[src/rtl/uart_hex_formatter_pkg.sv]
// Shared definitions for the hex line formatter: ASCII constants, FSM states
// and the nibble-to-ASCII conversion.
package uart_hex_formatter_pkg;

   localparam logic [7:0] CHAR_0    = 8'h30;
   localparam logic [7:0] CHAR_X    = 8'h78;
   localparam logic [7:0] CHAR_CR   = 8'h0D;
   localparam logic [7:0] CHAR_LF   = 8'h0A;
   localparam logic [7:0] CHAR_A_UC = 8'h41;
   localparam logic [7:0] CHAR_A_LC = 8'h61;

   // State names the byte currently presented on o_data.
   typedef enum logic [2:0] {
      ST_IDLE,
      ST_PFX0,
      ST_PFX1,
      ST_HEX,
      ST_CR,
      ST_LF
   } state_t;

   function automatic logic [7:0] hex_to_ascii(input logic [3:0] nibble, input logic uppercase);
      logic [7:0] n8;
      n8 = {4'h0, nibble};
      if (nibble < 4'd10)
         return CHAR_0 + n8;
      else if (uppercase)
         return CHAR_A_UC + n8 - 8'd10;
      else
         return CHAR_A_LC + n8 - 8'd10;
   endfunction

endpackage

[src/rtl/uart_hex_formatter.sv]
// Turns a binary word into an ASCII hex line ("0x", digits MSB-first, CR LF),
// streamed one byte per handshake to a UART emitter.
module uart_hex_formatter
   import uart_hex_formatter_pkg::*;
#(
   parameter int WORD_WIDTH = 32,
   parameter int UPPERCASE  = 0,
   parameter int PREFIX     = 1,
   parameter int EOL        = 1
) (
   input  logic                  i_clk,
   input  logic                  i_rst,
   input  logic [WORD_WIDTH-1:0] i_word,
   input  logic                  i_valid,
   output logic                  o_ready,
   output logic [7:0]            o_data,
   output logic                  o_valid,
   input  logic                  i_ready
);

   localparam int DIGITS = WORD_WIDTH / 4;
   localparam int CNT_W  = (DIGITS > 1) ? $clog2(DIGITS) : 1;
   localparam logic [CNT_W-1:0] LAST_DIGIT = CNT_W'(DIGITS - 1);
   localparam logic UC = (UPPERCASE != 0);

   state_t                state, state_n;
   logic [WORD_WIDTH-1:0] shreg, shreg_n;
   logic [WORD_WIDTH-1:0] shifted;
   logic [CNT_W-1:0]      cnt, cnt_n;
   logic [7:0]            data, data_n;
   logic                  valid, valid_n;
   logic                  ready, ready_n;
   logic                  accept, xfer;

   assign o_ready = ready;
   assign o_valid = valid;
   assign o_data  = data;

   always_ff @(posedge i_clk or posedge i_rst) begin
      if (i_rst) begin
         state <= ST_IDLE;
         shreg <= '0;
         cnt   <= '0;
         data  <= '0;
         valid <= 1'b0;
         ready <= 1'b0;
      end else begin
         state <= state_n;
         shreg <= shreg_n;
         cnt   <= cnt_n;
         data  <= data_n;
         valid <= valid_n;
         ready <= ready_n;
      end
   end

   always_comb begin
      state_n = state;
      shreg_n = shreg;
      cnt_n   = cnt;
      data_n  = data;
      valid_n = valid;
      ready_n = ready;
      accept  = ready & i_valid;
      xfer    = valid & i_ready;
      shifted = shreg << 4;

      case (state)
         ST_IDLE: begin
            // ready is low only on the first cycle after reset release
            ready_n = 1'b1;
            if (accept) begin
               shreg_n = i_word;
               cnt_n   = '0;
               ready_n = 1'b0;
               valid_n = 1'b1;
               if (PREFIX != 0) begin
                  state_n = ST_PFX0;
                  data_n  = CHAR_0;
               end else begin
                  state_n = ST_HEX;
                  data_n  = hex_to_ascii(i_word[WORD_WIDTH-1 -: 4], UC);
               end
            end
         end
         ST_PFX0: begin
            if (xfer) begin
               state_n = ST_PFX1;
               data_n  = CHAR_X;
            end
         end
         ST_PFX1: begin
            if (xfer) begin
               state_n = ST_HEX;
               data_n  = hex_to_ascii(shreg[WORD_WIDTH-1 -: 4], UC);
            end
         end
         ST_HEX: begin
            if (xfer) begin
               if (cnt == LAST_DIGIT) begin
                  if (EOL != 0) begin
                     state_n = ST_CR;
                     data_n  = CHAR_CR;
                  end else begin
                     state_n = ST_IDLE;
                     valid_n = 1'b0;
                     ready_n = 1'b1;
                  end
               end else begin
                  // digit on o_data is always the top nibble of shreg
                  cnt_n   = cnt + CNT_W'(1);
                  shreg_n = shifted;
                  data_n  = hex_to_ascii(shifted[WORD_WIDTH-1 -: 4], UC);
               end
            end
         end
         ST_CR: begin
            if (xfer) begin
               state_n = ST_LF;
               data_n  = CHAR_LF;
            end
         end
         ST_LF: begin
            if (xfer) begin
               state_n = ST_IDLE;
               valid_n = 1'b0;
               ready_n = 1'b1;
            end
         end
         default: begin
            state_n = ST_IDLE;
            valid_n = 1'b0;
            ready_n = 1'b1;
         end
      endcase
   end

endmodule
[config.mk]
export PLATFORM = sky130hd
export DESIGN_NAME = uart_hex_formatter
export DESIGN_NICKNAME = d
export VERILOG_FILES = /design/src/rtl/uart_hex_formatter_pkg.sv /design/src/rtl/uart_hex_formatter.sv
export SDC_FILE = /design/constraint.sdc
export NUM_CORES = 1
export LEC_CHECK = 0
export ABC_AREA = 1
export CORE_MARGIN = 2
export CORE_UTILIZATION = 49
export CTS_BUF_LIST = sky130_fd_sc_hd__clkbuf_4
export DETAILED_ROUTE_END_ITERATION = 8
export PLACE_DENSITY_LB_ADDON = 0.3
export SYNTH_ARGS = -nofsm -noshare
export SYNTH_HDL_FRONTEND = slang
export SYNTH_SLANG_ARGS = --single-unit
[constraint.sdc]
create_clock -name i_clk -period 1.5 [get_ports i_clk]
set_input_delay 0.3 -clock i_clk [delete_from_list [all_inputs] [get_ports i_clk]]
set_output_delay 0.3 -clock i_clk [all_outputs]
set_load 0.005 [all_outputs]
# Yosys cells after proc, flatten, opt, wreduce, memory -nomap -nowiden
# Index checks and enable logic that the tools add are counted.
dict set report word_totals {
  output_inout_bits 10
  ff_bits 48
  input_bits 36
  elab_cells 72
}
dict set report classes {
  n_reduce_logical 9
  n_eq_ne 14
  n_lt_le_gt_ge 2
  add_sub_neg 7
  bitwise 3
  mux 31
}
# operator n
set op_table {}
lappend op_table {{32-bit 2-to-1 mux} 3}
lappend op_table {{8-bit 2-to-1 mux} 8}
lappend op_table {{32-bit case mux with 2 select lines} 1}
lappend op_table {{8-bit case mux with 5 select lines} 1}
lappend op_table {{3-bit 2-to-1 mux} 10}
lappend op_table {{3-bit case mux with 6 select lines} 1}
lappend op_table {{7-bit by 4-bit adder with 8-bit output (first input constant)} 2}
lappend op_table {{2-bit inequality test (second input constant)} 8}
lappend op_table {{8-bit by 4-bit subtractor with 8-bit output (second input constant)} 2}
lappend op_table {{6-bit by 4-bit adder with 7-bit output (first input constant)} 2}
lappend op_table {{3-bit == test (second input constant)} 3}
lappend op_table {{4-bit less-than comparator (second input constant)} 2}
lappend op_table {{7-bit AND reduction} 1}
lappend op_table {{3-bit by 2-bit == test with 1-bit output (second input constant)} 2}
lappend op_table {{1-bit case mux with 3 select lines} 2}
lappend op_table {{3-bit case mux with 2 select lines} 1}
lappend op_table {{6-bit AND reduction} 1}
lappend op_table {{5-bit nonzero test} 1}
lappend op_table {{1-bit 2-to-1 mux} 4}
lappend op_table {{4-bit AND reduction} 1}
lappend op_table {{4-bit OR reduction} 1}
lappend op_table {{3-bit by 1-bit adder with 3-bit output (second input constant)} 1}
lappend op_table {{3-bit by 1-bit == test with 1-bit output (second input constant)} 1}
lappend op_table {{3-bit zero test} 1}
lappend op_table {{5 further kinds} 6}

# Logic depth before layout (Yosys ltp)
# Gate-level depths: netlist of the first run.
dict set report depth {
  ltp_word 6
  depth_mapped 9
  ltp_nobuf 9
}

# Worst setup path after synthesis of the first run
# OpenSTA, ideal clock, no wires.
dict set report synth_timing {
  kind {register to register}
  startpoint {reg cnt[0]}
  endpoint {reg shreg[27]}
  setup_ns 0.117
  path_slack_ns 0.014
  period_less_slack_ns 1.486
  path_stages_with_launch 10
  arrival_time_ns 1.369
  t_required_ns 1.383
  path_buffers 1
  cell_sequence {dfrtp_1 -> ha_1 -> ha_1 -> inv_1 -> nand2_2 -> nand2_4 -> nand2_2 -> buf_4 -> nand2_1 -> nand2_1}
}
dict set report synth_between {
  elab_chain_cells 3
}
# element line_no
set synth_rtl {}
lappend synth_rtl {{from (decl)} uart_hex_formatter.sv:29} ;# logic [CNT_W-1:0] cnt, cnt_n;
lappend synth_rtl {{from (signal assigned)} uart_hex_formatter.sv:50} ;# cnt <= cnt_n;
lappend synth_rtl {{3-bit == test} uart_hex_formatter.sv:100} ;# if (cnt == LAST_DIGIT) begin
lappend synth_rtl {{2-bit inequality test (no line)} --}
lappend synth_rtl {{4-bit AND reduction (no line)} --}
lappend synth_rtl {{to (signal assigned)} uart_hex_formatter.sv:49} ;# shreg <= shreg_n;
lappend synth_rtl {{to (decl)} uart_hex_formatter.sv:27} ;# logic [WORD_WIDTH-1:0] shreg, shreg_n;
# Every way passes these cells.
# A chain may end at the register's enable or synchronous reset.

# Worst setup path in the final report of the first run
dict set report layout_timing {
  startpoint {reg cnt[0]}
  endpoint {reg shreg[18]}
}
# Same word-level chain as after synthesis.

==> results of run 1 <==
[Yosys cell counts, types with 3 or more instances]
cell type	instances
a21oi_1	6
buf_2	10
buf_4	4
dfrtp_1	47
ha_1	4
inv_1	19
nand2_1	203
nand2_2	3
nand3_1	46
nor2_1	12
o21ai_0	11
o21ai_1	6
[metrics by stage]
stage	total power, mW	hold WS (ns)	instance area (sq um)
after floorplan	1.312	0.4166	2625
after global placement	1.422	0.4546	3324
after detailed placement	1.423	0.4585	3324
after CTS	2.181	0.1996	3496
after global routing	2.239	0.2038	3710
final	2.160	0.1989	3710
[worst register-to-register path, delay by kind of cell (launching register included)]
family	cells	cell delay, ns
adders and majority gates	2	0.38
and+or+nand+nor	4	0.32
DFF	1	0.41
buffers and inverters	3	0.37
[state kept, by name, indices dropped and copies added (netlist names)]
name,flops
state,3
o_valid,1
o_data,7
o_ready,1
shreg,32
cnt,3
[cell type report]
cell class                 count  area [sq um]
multi-input combinational    299          1468
fill                         410          1430
sequential                    47          1179
timing repair buffer          75         819.5
tap                           70         87.58
inverter                      21         81.33
clock buffer                   5         37.54
clock inverter                 2         37.54
[metal layers]
metal	global-route usage [%]	vias up
li1	-	1335
met1	32.62	1295
met2	37.83	107
met3	2.706	17
met4	7.500	0
met5	0	-
[kinds of logic (layout without fill, tap and decap cells)]
family	count (synthesis)	in the layout	share of synthesized area, %
compound gates	23	23	4.385
fa+ha+maj	4	4	1.907
buf+inv	36	103	6.483
flops	47	47	44.80
other cells	1	1	0.1429
simple gates	271	271	42.28
[worst max-delay path by stage]
stage	endpoint	slack, ns
2_1_floorplan	shreg[27]	0.01
3_3_place_gp	state[0]	-0.11
3_5_place_dp	shreg[20]	-0.17
4_1_cts	shreg[27]	0.009
5_1_grt	shreg[18]	-0.06
6_report	shreg[18]	-0.02
[power by group through the flow]
stage          registers (mW)  logic (mW)  clock network, mW
6_report                 1.27       0.131              0.762
5_1_grt                  1.27       0.142              0.830
4_1_cts                  1.27       0.133              0.781
3_5_place_dp             1.29       0.132                  0
3_3_place_gp             1.29       0.131                  0
2_1_floorplan            1.29      0.0210                  0
[repair_timing]
item	in CTS	in global routing
setup endpoints to repair	47	42
gates cloned	2	2
hold buffers	0	0
gates resized for setup	24	36
pin swaps	2	29
buffers inserted	1	1
hold endpoints to repair	0	0
==> metrics.txt, run 1 <==
setup ws final -0.02186 ns; Inst Count DP 506; grt ovf 0; row count 26; Met2 Routed Length 3.492 mm; gr usage total 23.31%; fin cells 519; Static Leak 1.984 nW; failing checks setup timing; Sequential Power Share 58.7%; Die Area 5958 sq um; Mapped Cells 382; CP Buf/Inv Count 3; Critical-path top delay cell dfrtp_1; worst r2r src cnt[0]; vias in the first global route 2491; Crit path depth 9; DR top layer met4; fin crit period 1.522 ns; crit path kind reg -> reg; Die Span X 77.19 um; Yosys reg bits 47; clock power share 35.3%; syn nets 422; worst-path cell chain ha_2, ha_4, inv_4, nand2_4, nand2_4, buf_8, clkbuf_16, nand3_1, nand2_1; I/O pins 46; Worst EP required 1.82 ns; FF-to-FF setup slack -0.02 ns; warnings from Yosys 0; met3 routed WL 366 um; Final Hold Fails 0; largest net degree at the start of global routing 27; DRT Pass-1 Iters 5; VDD IR max 365.0 uV; fin util 72.18%; synthesized area 2625 sq um; CTS Sinks 47; FF-to-FF End shreg[18]; pre-CTS setup slack -0.1716 ns; commonest non-fill, non-tap cell in the layout nand2_1; PD cells 582.3 nW/um^2; syn_area_per_cell 6.872 sq um; TritonCTS clock tree done; Comb pwr share 6.1%; CTS clk-pin slew, worst paths 0.14 ns; initial antenna violation count 0; DR iter-0 viols 269; maxcap violations 0; Primary FF master, synth dfrtp_1; RSZ-0062 raised after global routing true; drt total wl 7.148 mm; library cells used by synthesis 20; slowest stage delay, CP 0.41 ns; root buffer cell clkbuf_4; setup skew after layout 0.01234 ns; via count 2754; Seq/Total Area, Yosys 44.80%; PortBufs 44; Worst setup SP type register; WL/cell 13.77 um; Sw Pwr 461.9 uW; Via density 5.306; critical path's top delay family flip-flops; status complete, but fails checks; worst endpoint data arrival time 1.85 ns; # setup viols final 6; Critical Path Sink Type register; core area 5140 sq um; Chip Height 77.19 um; TritonCTS Buffers 5; worst hold path class in -> async; Placer Congestion 0.9064; Nets 489; fin crit share 101.5%; Synth area leaders dfrtp_1 45%, nand2_1 29%, nand3_1 8.8%; CTS H-tree depth 2; Metal-1 WL 3.145 mm; FMAX 657.1 MHz; first-pass GRT wire length 11.33 mm; Antenna diodes 0; setup TNS -0.04784 ns; hpwl dp 4.599 mm; commonest cells after routing, fill and taps aside 196 x nand2_1, 45 x dfrtp_1, 35 x clkdlybuf4s50_1; Sw Ratio 21.38%; reg2reg path depth 9; layout cell share with drive strength beyond 1 19.38%; Syn-to-layout area delta 41.33%; CTS max path bufs 2; Async S/R FF share, synth 100.0%; cell-internal power 1.698 mW; area share of the largest cell type after synthesis 44.80%; Max Slew Vio Count 0; EDFF count, synth 0; Worst Setup SP cnt[0]; Routed Antenna Nets 0; Remaining DRCs 0; post-synth top area cell dfrtp_1; clock latency on the worst-skew pair 0.37 ns; Starting Density 51.07%; CP max FO 6; CP most frequent cell nand2_4
No activity file was read; power rests on OpenSTA's default activity.
==> run 2: changes to the inputs <==
--- a/config.mk
+++ b/config.mk
@@ -11,6 +11,7 @@
 export CTS_BUF_LIST = sky130_fd_sc_hd__clkbuf_4
 export DETAILED_ROUTE_END_ITERATION = 8
 export PLACE_DENSITY_LB_ADDON = 0.3
+export SLEW_MARGIN = 30
 export SYNTH_ARGS = -nofsm -noshare
 export SYNTH_HDL_FRONTEND = slang
 export SYNTH_SLANG_ARGS = --single-unit
==> results of run 2 <==
Final layout, timing and power as in run 1 (identical DEF).
==> run 3: changes to the inputs <==
--- a/config.mk
+++ b/config.mk
@@ -11,7 +11,7 @@
 export CTS_BUF_LIST = sky130_fd_sc_hd__clkbuf_4
 export DETAILED_ROUTE_END_ITERATION = 8
 export PLACE_DENSITY_LB_ADDON = 0.3
-export SLEW_MARGIN = 30
+export SLEW_MARGIN = 20
 export SYNTH_ARGS = -nofsm -noshare
 export SYNTH_HDL_FRONTEND = slang
 export SYNTH_SLANG_ARGS = --single-unit
==> results of run 3 <==
Final layout, timing and power as in run 1 (identical DEF).
